## src/rtl/blend_pkg.sv

```systemverilog
// rtl/blend_pkg.sv - shared types and constants for the blend pipeline
package blend_pkg;

  typedef enum logic [1:0] {
    IDLE     = 2'd0,
    FADE_IN  = 2'd1,
    FADE_OUT = 2'd2
  } fade_state_t;

  localparam logic [1:0] MODE_MANUAL   = 2'b00;
  localparam logic [1:0] MODE_FADE_IN  = 2'b01;
  localparam logic [1:0] MODE_FADE_OUT = 2'b10;

  // RGB565 layout: {red[15:11], green[10:5], blue[4:0]}
  localparam int RGB565_R_MSB = 15;
  localparam int RGB565_R_LSB = 11;
  localparam int RGB565_G_MSB = 10;
  localparam int RGB565_G_LSB = 5;
  localparam int RGB565_B_MSB = 4;
  localparam int RGB565_B_LSB = 0;

endpackage

```

## src/rtl/blend_pipeline_fade_controller.sv

```systemverilog
// rtl/blend_pipeline_fade_controller.sv - per-frame alpha register with fade-in/out ramp FSM
module fade_controller
  import blend_pkg::*;
#(
  parameter int AW          = 3,
  parameter int FADE_FRAMES = 8
) (
  input  logic          clk_in,
  input  logic          rst_in,
  input  logic          frame_start_in,
  input  logic [1:0]    mode_in,
  input  logic [AW-1:0] alpha_manual_in,
  input  logic          go_in,
  output logic [AW-1:0] alpha_out,
  output logic          busy_out,
  output logic          done_out
);

  localparam logic [AW-1:0] FULL = AW'(2 ** (AW - 1));
  localparam int CNT_W = (FADE_FRAMES > 1) ? $clog2(FADE_FRAMES) : 1;
  localparam logic [CNT_W-1:0] LAST_CNT = CNT_W'(FADE_FRAMES - 1);

  fade_state_t      state;
  logic [CNT_W-1:0] frame_cnt;
  logic [AW-1:0]    manual_clamped;
  logic             is_manual;

  assign manual_clamped = (alpha_manual_in > FULL) ? FULL : alpha_manual_in;
  assign is_manual      = (mode_in != MODE_FADE_IN) && (mode_in != MODE_FADE_OUT);
  assign busy_out       = (state != IDLE);

  always_ff @(posedge clk_in or posedge rst_in) begin
    if (rst_in) begin
      state     <= IDLE;
      alpha_out <= '0;
      frame_cnt <= '0;
      done_out  <= 1'b0;
    end else begin
      done_out <= 1'b0;
      case (state)
        IDLE: begin
          // a go pulse takes priority over a coincident frame start
          if (go_in && mode_in == MODE_FADE_IN) begin
            alpha_out <= '0;
            frame_cnt <= '0;
            state     <= FADE_IN;
          end else if (go_in && mode_in == MODE_FADE_OUT) begin
            alpha_out <= FULL;
            frame_cnt <= '0;
            state     <= FADE_OUT;
          end else if (frame_start_in && is_manual) begin
            alpha_out <= manual_clamped;
          end
        end
        FADE_IN: begin
          if (frame_start_in) begin
            if (frame_cnt == LAST_CNT) begin
              frame_cnt <= '0;
              alpha_out <= alpha_out + 1'b1;
              if (alpha_out == FULL - 1'b1) begin
                state    <= IDLE;
                done_out <= 1'b1;
              end
            end else begin
              frame_cnt <= frame_cnt + 1'b1;
            end
          end
        end
        FADE_OUT: begin
          if (frame_start_in) begin
            if (frame_cnt == LAST_CNT) begin
              frame_cnt <= '0;
              alpha_out <= alpha_out - 1'b1;
              if (alpha_out == AW'(1)) begin
                state    <= IDLE;
                done_out <= 1'b1;
              end
            end else begin
              frame_cnt <= frame_cnt + 1'b1;
            end
          end
        end
        default: state <= IDLE;
      endcase
    end
  end

endmodule

```

## src/rtl/blend_pipeline.sv

```systemverilog
// rtl/blend_pipeline.sv - three-stage recolour and alpha-blend compositor on a valid/ready stream
module blend_pipeline
  import blend_pkg::*;
#(
  parameter int CW           = 4,
  parameter int AW           = 3,
  parameter int GREEN_THRESH = 48,
  parameter int FADE_FRAMES  = 8
) (
  input  logic            clk_in,
  input  logic            rst_in,
  input  logic [3*CW-1:0] truth_pixel_in,
  input  logic [15:0]     user_pixel_in,
  input  logic            valid_in,
  output logic            ready_out,
  output logic [3*CW-1:0] pixel_out,
  output logic            valid_out,
  input  logic            ready_in,
  input  logic            frame_start_in,
  input  logic [1:0]      alpha_mode_in,
  input  logic [AW-1:0]   alpha_manual_in,
  input  logic            fade_go_in,
  output logic            fade_busy_out,
  output logic            fade_done_out,
  output logic [AW-1:0]   alpha_out
);

  localparam int PW = 3 * CW;
  localparam int MW = CW + AW;
  localparam int SW = MW + 1;
  localparam logic [AW-1:0] FULL   = AW'(2 ** (AW - 1));
  localparam logic [CW-1:0] CH_MAX = '1;

  logic          adv;
  logic [AW-1:0] alpha_cur;
  logic          user_on;
  logic [PW-1:0] user_rc;
  logic          unused_rb;

  logic          s1_valid;
  logic [PW-1:0] s1_truth;
  logic [PW-1:0] s1_user;
  logic [AW-1:0] s1_alpha;
  logic [AW-1:0] alpha_n;

  logic [3*MW-1:0] pt_all;
  logic [3*MW-1:0] pu_all;
  logic [3*MW-1:0] s2_pt;
  logic [3*MW-1:0] s2_pu;
  logic            s2_valid;
  logic            s2_bypass;
  logic [PW-1:0]   s2_raw;
  logic [PW-1:0]   blended;

  // one global enable: a stalled output freezes every stage
  assign adv       = !valid_out || ready_in;
  assign ready_out = adv;
  assign alpha_out = alpha_cur;

  fade_controller #(
    .AW          (AW),
    .FADE_FRAMES (FADE_FRAMES)
  ) u_fade (
    .clk_in          (clk_in),
    .rst_in          (rst_in),
    .frame_start_in  (frame_start_in),
    .mode_in         (alpha_mode_in),
    .alpha_manual_in (alpha_manual_in),
    .go_in           (fade_go_in),
    .alpha_out       (alpha_cur),
    .busy_out        (fade_busy_out),
    .done_out        (fade_done_out)
  );

  assign user_on   = int'(user_pixel_in[RGB565_G_MSB:RGB565_G_LSB]) > GREEN_THRESH;
  assign user_rc   = user_on ? {{CW{1'b0}}, {CW{1'b1}}, {CW{1'b0}}} : '0;
  assign unused_rb = ^{user_pixel_in[RGB565_R_MSB:RGB565_R_LSB],
                       user_pixel_in[RGB565_B_MSB:RGB565_B_LSB]};

  assign alpha_n = FULL - s1_alpha;

  for (genvar c = 0; c < 3; c++) begin : g_ch
    logic [SW-1:0] sum;
    logic [SW-1:0] scaled;
    assign pt_all[c*MW +: MW] = MW'(s1_truth[c*CW +: CW]) * MW'(s1_alpha);
    assign pu_all[c*MW +: MW] = MW'(s1_user[c*CW +: CW]) * MW'(alpha_n);
    assign sum    = {1'b0, s2_pt[c*MW +: MW]} + {1'b0, s2_pu[c*MW +: MW]};
    assign scaled = sum >> (AW - 1);
    assign blended[c*CW +: CW] = (scaled > SW'(CH_MAX)) ? CH_MAX : scaled[CW-1:0];
  end

  always_ff @(posedge clk_in or posedge rst_in) begin
    if (rst_in) begin
      s1_valid  <= 1'b0;
      s1_truth  <= '0;
      s1_user   <= '0;
      s1_alpha  <= '0;
      s2_valid  <= 1'b0;
      s2_pt     <= '0;
      s2_pu     <= '0;
      s2_bypass <= 1'b0;
      s2_raw    <= '0;
      valid_out <= 1'b0;
      pixel_out <= '0;
    end else if (adv) begin
      s1_valid  <= valid_in;
      s1_truth  <= truth_pixel_in;
      s1_user   <= user_rc;
      s1_alpha  <= alpha_cur;
      s2_valid  <= s1_valid;
      s2_pt     <= pt_all;
      s2_pu     <= pu_all;
      // an empty layer passes the other through unblended
      s2_bypass <= (s1_truth == '0) || (s1_user == '0);
      s2_raw    <= s1_truth | s1_user;
      valid_out <= s2_valid;
      pixel_out <= s2_bypass ? s2_raw : blended;
    end
  end

endmodule
```

## config.mk

```make
export PLATFORM = sky130hd
export DESIGN_NAME = blend_pipeline
export DESIGN_NICKNAME = d
export VERILOG_FILES = /design/src/rtl/blend_pkg.sv /design/src/rtl/blend_pipeline_fade_controller.sv /design/src/rtl/blend_pipeline.sv
export SDC_FILE = /design/constraint.sdc
export NUM_CORES = 1
export LEC_CHECK = 0
export CAP_MARGIN = 15
export CORE_MARGIN = 2
export CORE_UTILIZATION = 50
export DETAILED_ROUTE_END_ITERATION = 10
export GPL_TIMING_DRIVEN = 1
export PLACE_DENSITY = 0.73
export SETUP_SLACK_MARGIN = 0.4
export SYNTH_ARGS = -nofsm -noshare
export SYNTH_HDL_FRONTEND = slang
export SYNTH_HIERARCHICAL = 1
export SYNTH_SLANG_ARGS = --single-unit
```

## constraint.sdc

```tcl
create_clock -name clk_in -period 3.5 [get_ports clk_in]
set_clock_uncertainty 0.1 [all_clocks]
set_input_delay 0.35 -clock clk_in [delete_from_list [all_inputs] [get_ports clk_in]]
set_output_delay 0.35 -clock clk_in [all_outputs]
set_load 0.1 [all_outputs]
```

==> results of run 1 <==
==> final timing paths <==
| path | endpoint | slack [ns] | depth (start not counted) | from |
|---|---|---|---|---|
| setup / recovery | s2_pu[13] | 0.62 | 12 | s1_alpha[1] |
| hold / removal | u_fade/frame_cnt[2] | 0.22 | 2 | rst_in |
| setup reg to reg | s2_pu[13] | 0.62 | 12 | s1_alpha[1] |
| hold reg to reg | s2_valid | 0.36 | 2 | s2_valid |
| max in group asynchronous | s1_alpha[1] | 2.27 | 3 | rst_in |
| min in group clk_in | s2_valid | 0.36 | 2 | s2_valid |
==> power by group through the flow <==
stage,logic (W),clock network [W],registers (W)
floorplan,0.00158,0,0.00208
global placement,0.00264,0,0.00156
detailed placement,0.00269,0,0.00158
CTS,0.00273,0.000754,0.00156
global route,0.00300,0.000792,0.00161
finish,0.00271,0.000742,0.00156
==> layer usage <==
metal | track usage | vias to the layer above | part of all wire
li1 | - | 1760 | -
met1 | 0.253 | 1631 | 0.48
met2 | 0.312 | 69 | 0.46
met3 | 0.0401 | 13 | 0.037
met4 | 0.0769 | 0 | 0.020
met5 | 0 | - | 0
==> cells in the final DEF, fill, tap and decap left out, types with 2 or more instances in the layout <==
cell             count
o221a_1              3
nor4_1               3
a21oi_1             28
o21ai_0             25
nand2b_1             3
nand3_1              6
nor2_1              36
a21o_1               5
or4_1                2
o21ai_2              2
clkbuf_8            10
inv_2                2
a31oi_1              4
o211ai_1             2
mux2i_1              3
dfrtp_1             75
and2_1              21
xor2_1               9
ha_1                41
nand3b_1             4
bufinv_16            2
buf_4                4
buf_12               2
nor2b_1              2
mux2_1               2
xnor2_1              7
dfrtp_2              2
nor3_1               2
inv_1               27
nor3b_1              2
o21ai_1              3
fa_1                 9
nand2_1            141
clkdlybuf4s50_1     45
==> synthesized netlist by cell type, drive strengths merged <==
library cell	n
or4	2
o211ai	2
nor3	2
o21a	1
dfrtp	77
nor4	3
a21o	5
fa	9
nor3b	2
a221oi	1
a31o	1
nand2	141
nor2b	3
and2	21
o221a	3
a31oi	4
a22oi	1
a41o	1
nand3	6
o21ai	30
a311oi	1
mux2i	3
nor2	37
and3	1
xnor2	7
clkbuf	13
or4b	1
buf	10
a2111oi	1
nand2b	3
ha	41
o22a	1
o22ai	1
inv	29
mux2	3
and4	1
a211oi	1
nand3b	4
a21oi	29
a2bb2oi	1
xor2	9
==> flip-flops by register name, summed over array words and instances, names as in the netlist <==
name and count:
s1_user 1, s2_bypass 1, s2_raw 12, s1_truth 12, u_fade/done_out 1, pixel_out 12, s2_pt 17, s1_valid 1
valid_out 1, s1_alpha 3, s2_valid 1, u_fade/state 2, s2_pu 7, u_fade/alpha_out 3, u_fade/frame_cnt 3
==> final cells by class <==
cell class              instances  area [sq um]  area share
inverters                      29           109      0.0203
clock buffers                  11           141      0.0264
repair buffers                 51           520      0.0972
clock inverters                 4          72.6      0.0135
flip-flops and latches         77          1930       0.360
multi-input cells             383          2450       0.457
well taps                     108           135      0.0252
==> logic make-up (layout without fill, tap and decap cells) <==
group	after synthesis	in the layout	share of synthesized area
XOR/XNOR	16	16	0.0307
AND/OR/NAND/NOR	227	227	0.215
buffers and inverters	52	95	0.0449
flip-flops	77	77	0.422
AO/OA/AOI/OAI	84	84	0.121
multiplexers	6	6	0.0148
adder cells (fa/ha/maj)	50	50	0.152
==> stage by stage <==
step | worst slack [ns] | hold WS, ns | utilization
detailed placement | 0.479 | 0.349 | 0.583
CTS | 0.454 | 0.222 | 0.608
global placement | 0.597 | 0.342 | 0.583
finish | 0.625 | 0.220 | 0.608
floorplan | 0.704 | 0.0779 | -
global route | 0.451 | 0.262 | 0.608
==> timing repair <==
action | in CTS | in global routing
setup endpoints to repair | 0 | 2
resized for setup | 0 | 3
setup buffers | 0 | 0
hold endpoints to repair | 0 | 0
==> impl_results.md, run 1 <==
* Routed WL at 8830 microns
* Design Area, Final at 5360 sq um
* Post-synth top area share at 0.422
* CP peak stage delay at 0.47 ns
* N_diodes at 0
* Layout area overhead at 17.3%
* Sw Pwr at 0.00239 W
* CP endpoint kind: flop
* Nets at 640
* Detailed-placement wirelength estimate at 6240 microns
* Die width at 99.6 microns
* Die H at 99.6 microns
* Mapped cell area at 4570 sq um
* Status: finished, final reports clean
* CP Data Required Time at 3.63 ns
* Skew-Pair Late Insertion Delay at 0.34 ns
* Drt drc at 0
* GRT Util Overall at 0.192
* Grt ovf at 0
* Final period utilization at 0.821
* Routed length per placed instance at 13.3 microns
* Peak supply drop at 0.570 mV
* Syn Nets at 601
* Max-slew headroom at 0.334
* Tightest Hold Check Type: in2async
* Most frequent CP cell: ha_1
* P_leak at 2.64 nW
* Pin count of the biggest net entering global routing at 71
* Setup Viol. Count Final at 0
* Peak fanout along the critical path at 11
* CP Cell Sequence: inv_1 > ha_1 > xor2_1 > and2_1 > ha_1 > ha_1 > nor2_4 > xnor2_1 > ha_1 > o22a_2 > o211ai_1 > a21oi_1
* Largest area contributor in the netlist: dfrtp_1
* Clock Power Share at 0.148
* Gate power share at 0.541
* IO Port Bufs at 47
* Placed cell areas at 5140 sq um
* CP top delay family: adder cells
* Starting density of the core at 0.519
* Hold Vio Cnt, Final at 0
* Post-Syn Area per Cell at 8.92 sq um
* DR vias/cell at 5.24
* Core area at 8810 sq um
* Initial antenna violation count at 0
* Post-Place Cells at 648
* Crit path arrival time at 3.00 ns
* Starting DRT DRC Count at 114
* Vias in the first global route at 3,415
* Cell variety after synth at 48
* Antenna-violating nets left at 0
* Synth area leaders: dfrtp_1, nand2_1, ha_1, fa_1, a21oi_1
* Fmax at 348 MHz
* Slowest-stage cell, CP: dfrtp_2
* Die area at 9920 sq um
* Number of max-cap violations at 0
* Ys Warns at 6
* Switching Share at 0.477
* Synth Register Bits at 77
* TritonCTS Buffers at 9
* Ports at 58
* Mapped Cells at 512
* 1st-pass router iterations at 5
* Hold_buf cts at 0
* Sequential share of power at 0.311
* GPL Wtd Cong at 0.801
* Crit path time final at 2.88 ns
* CTS tree: yes
* Pwr Total at 0.00501 W
* Proportion of layout cells with a drive suffix above 1 at 0.0667
* Non-filler cells, final at 663
* Routed via count at 3,473
* CTS clk-pin slew, worst paths at 0.08 ns
* Power per cell area at 935 nW/um^2
* RSZ-0062 raised after global routing: no
* Slew Limit Fails at 0
* Sequential-to-total area share from yosys stat at 0.422
* Setup crit start kind: flop
* FP Rows at 34
* Worst Path Buf+Inv at 1
* Root Driver: clkbuf_8
* Bufs on Longest Clock Path at 2
* Setup TNS at 0 ns
* H-tree levels at 3
* Internal power at 0.00262 W
* Slew @ Worst Pin at 0.996 ns
* # clock sinks at 77
* Setup CP Type: reg2reg
* First-pass GRT wire length at 15,300 microns
* Fill cell count at 732
Note: power is estimated with default switching activity, not from simulation.
==> run 2, diff against run 1 <==
--- a/config.mk
+++ b/config.mk
@@ -10,7 +10,7 @@
 export CORE_UTILIZATION = 50
 export DETAILED_ROUTE_END_ITERATION = 10
 export GPL_TIMING_DRIVEN = 1
-export PLACE_DENSITY = 0.73
+export PLACE_DENSITY = 0.76
 export SETUP_SLACK_MARGIN = 0.4
 export SYNTH_ARGS = -nofsm -noshare
 export SYNTH_HDL_FRONTEND = slang
==> constraint.sdc (replaced) <==
create_clock -name clk_in -period 2.3 [get_ports clk_in]
set_clock_uncertainty 0.1 [all_clocks]
set_input_delay 0.23 -clock clk_in [delete_from_list [all_inputs] [get_ports clk_in]]
set_output_delay 0.23 -clock clk_in [all_outputs]
set_load 0.1 [all_outputs]
==> run 2 against run 1 <==
Against the previous run: the run now ends with setup timing left; largest cell class unchanged; largest power group unchanged; sequential power is 49% higher; combinational power is 100% higher; sequential share of layout area is 3.9 points lower; critical path type unchanged; critical path depth is 1 lower; total power is 75% higher.
==> impl_results.md, run 2 (synthesis results as in run 1) <==
* Status: complete, but fails checks
* Failing checks: setup timing
* Most frequent CP cell: ha_4
* Nets at 682
* Slew @ Worst Pin at 0.445 ns
* Ports at 58
* Proportion of layout cells with a drive suffix above 1 at 0.263
* Skew-Pair Late Insertion Delay at 0.35 ns
* CP peak stage delay at 0.49 ns
* Number of max-cap violations at 0
* Layout area overhead at 32.1%
* Hold Vio Cnt, Final at 0
* Most common cell after layout, fill and taps aside: nand2_1
* CP Data Required Time at 2.42 ns
* Setup Viol. Count Final at 11
* 1st-pass router iterations at 4
* DR vias/cell at 5.20
* Die width at 99.6 microns
* TritonCTS Buffers at 9
* Met3 Use GR at 0.0379
* Starting density of the core at 0.519
* Flop2flop setup slack at -0.26 ns
* Crit path time final at 2.56 ns
* Clock Power Share at 0.111
* # clock sinks at 77
* R2R depth at 11
* CP endpoint: s2_pu[12]
* CTS tree: yes
* First-pass GRT wire length at 16,700 microns
* Routed WL at 10,100 microns
* Fin worst setup slack at -0.262 ns
* Tightest Hold Check Type: in2async
* Final core occ at 0.686
* P_leak at 2.93 nW
* Met2 Use GR at 0.356
* Setup crit start kind: flop
* Max-slew headroom at 0.703
* Setup CP Type: reg2reg
* Fmax at 390 MHz
* Gate power share at 0.624
* Most frequent cells in the layout: nand2_1, dfrtp_1, buf_4
* Peak fanout along the critical path at 2
* Die H at 99.6 microns
* Root Driver: clkbuf_8
* Routed via count at 3,670
* Non-filler cells, final at 706
* Placed cell areas at 5500 sq um
* Initial antenna violation count at 0
* Pwr Total at 0.00875 W
* Post-Place Cells at 674
* Detailed-placement wirelength estimate at 7140 microns
* Hold_buf cts at 0
* Switching Share at 0.476
* Final period utilization at 1.11
* Crit Reg-Reg Startpoint: s1_alpha[1]
* Slew Limit Fails at 0
* Met1 Use GR at 0.268
* Starting DRT DRC Count at 169
* Core area at 8810 sq um
* GPL Wtd Cong at 0.820
* H-tree levels at 3
* GRT Util Overall at 0.209
* Design Area, Final at 6040 sq um
* Grt ovf at 0
* Largest register FFs at 17
* Critical path origin: s1_alpha[1]
* Reg with most FFs: s2_pt
* Die area at 9920 sq um
* Crit path arrival time at 2.68 ns
* Peak supply drop at 1.23 mV
* Slowest-stage cell, CP: or4b_4
* Pin count of the biggest net entering global routing at 71
* CP Cell Sequence: inv_4 > ha_4 > xor2_4 > and2_4 > ha_4 > ha_4 > buf_6 > or4b_4 > o22ai_4 > xnor2_2 > o21ai_2
* FF-to-FF End: s2_pu[12]
* Power per cell area at 1450 nW/um^2
* Drt drc at 0
* FP Rows at 34
* Place WS at -0.224 ns
* GRT Max-Usage Layer: met2
* Antenna-violating nets left at 0
* Routed length per placed instance at 14.4 microns
* RSZ-0062 raised after global routing: yes
* N_diodes at 0
* Sw Pwr at 0.00416 W
* Vias in the first global route at 3,695
* CTS clk-pin slew, worst paths at 0.09 ns
* Sequential share of power at 0.265
* IO Port Bufs at 47
* CP endpoint kind: flop
* Bufs on Longest Clock Path at 2
* Internal power at 0.00459 W
[run 2: how the worst min path moves through the flow]
stage                          from              end  cells after the start
after floorplan              rst_in  u_fade/done_out                      1
after global placement     s2_valid        valid_out                      1
after detailed placement  s2_raw[4]        s2_raw[4]                      2
after CTS                    rst_in  u_fade/state[0]                      2
after global routing         rst_in  u_fade/state[0]                      2
final                        rst_in  u_fade/state[0]                      2
[run 2: final cells by class]
type,instances,area (sq um)
clock buffers,9,124
clock inverters,7,61.3
fillers,668,2770
inverters,29,115
multi-input cells,383,2790
flip-flops and latches,77,1940
well taps,108,135
repair buffers,93,870
[run 2: per-layer routing]
layer	up-vias	wire length, microns
met4	0	178
met5	-	0
met1	1725	4540
li1	1847	-
met3	16	435
met2	82	4980
[run 2: repair_timing]
action,in CTS,in global routing
pin swaps,23,21
gates resized for setup,22,27
setup buffers,6,9
hold endpoints to repair,0,0
cloned,1,0
setup endpoints to repair,21,27
[run 2: worst max-delay path, delay by kind of cell (launching register included)]
family	cells	cell delay (ns)
AND/OR/NAND/NOR	2	0.66
adder cells (fa/ha/maj)	3	0.53
flip-flops	1	0.42
XOR/XNOR	2	0.32
AO/OA/AOI/OAI	2	0.22
buffers and inverters	2	0.19
[run 2: power by group through the flow]
stage	logic [W]	clock network [W]	registers, W
after CTS	0.00502	0.000993	0.00229
after global routing	0.00594	0.00106	0.00239
after detailed placement	0.00479	0	0.00230
after global placement	0.00463	0	0.00228
final	0.00545	0.000973	0.00232
after floorplan	0.00268	0	0.00321
[run 2: per-stage QoR]
stage / hold WS (ns) / setup TNS [ns]
4_1_cts: 0.141 / -0.817
3_5_place_dp: 0.349 / -0.767
6_report: 0.152 / -1.18
2_1_floorplan: -0.0421 / -0.433
3_3_place_gp: 0.339 / -0.323
5_1_grt: 0.154 / -2.60
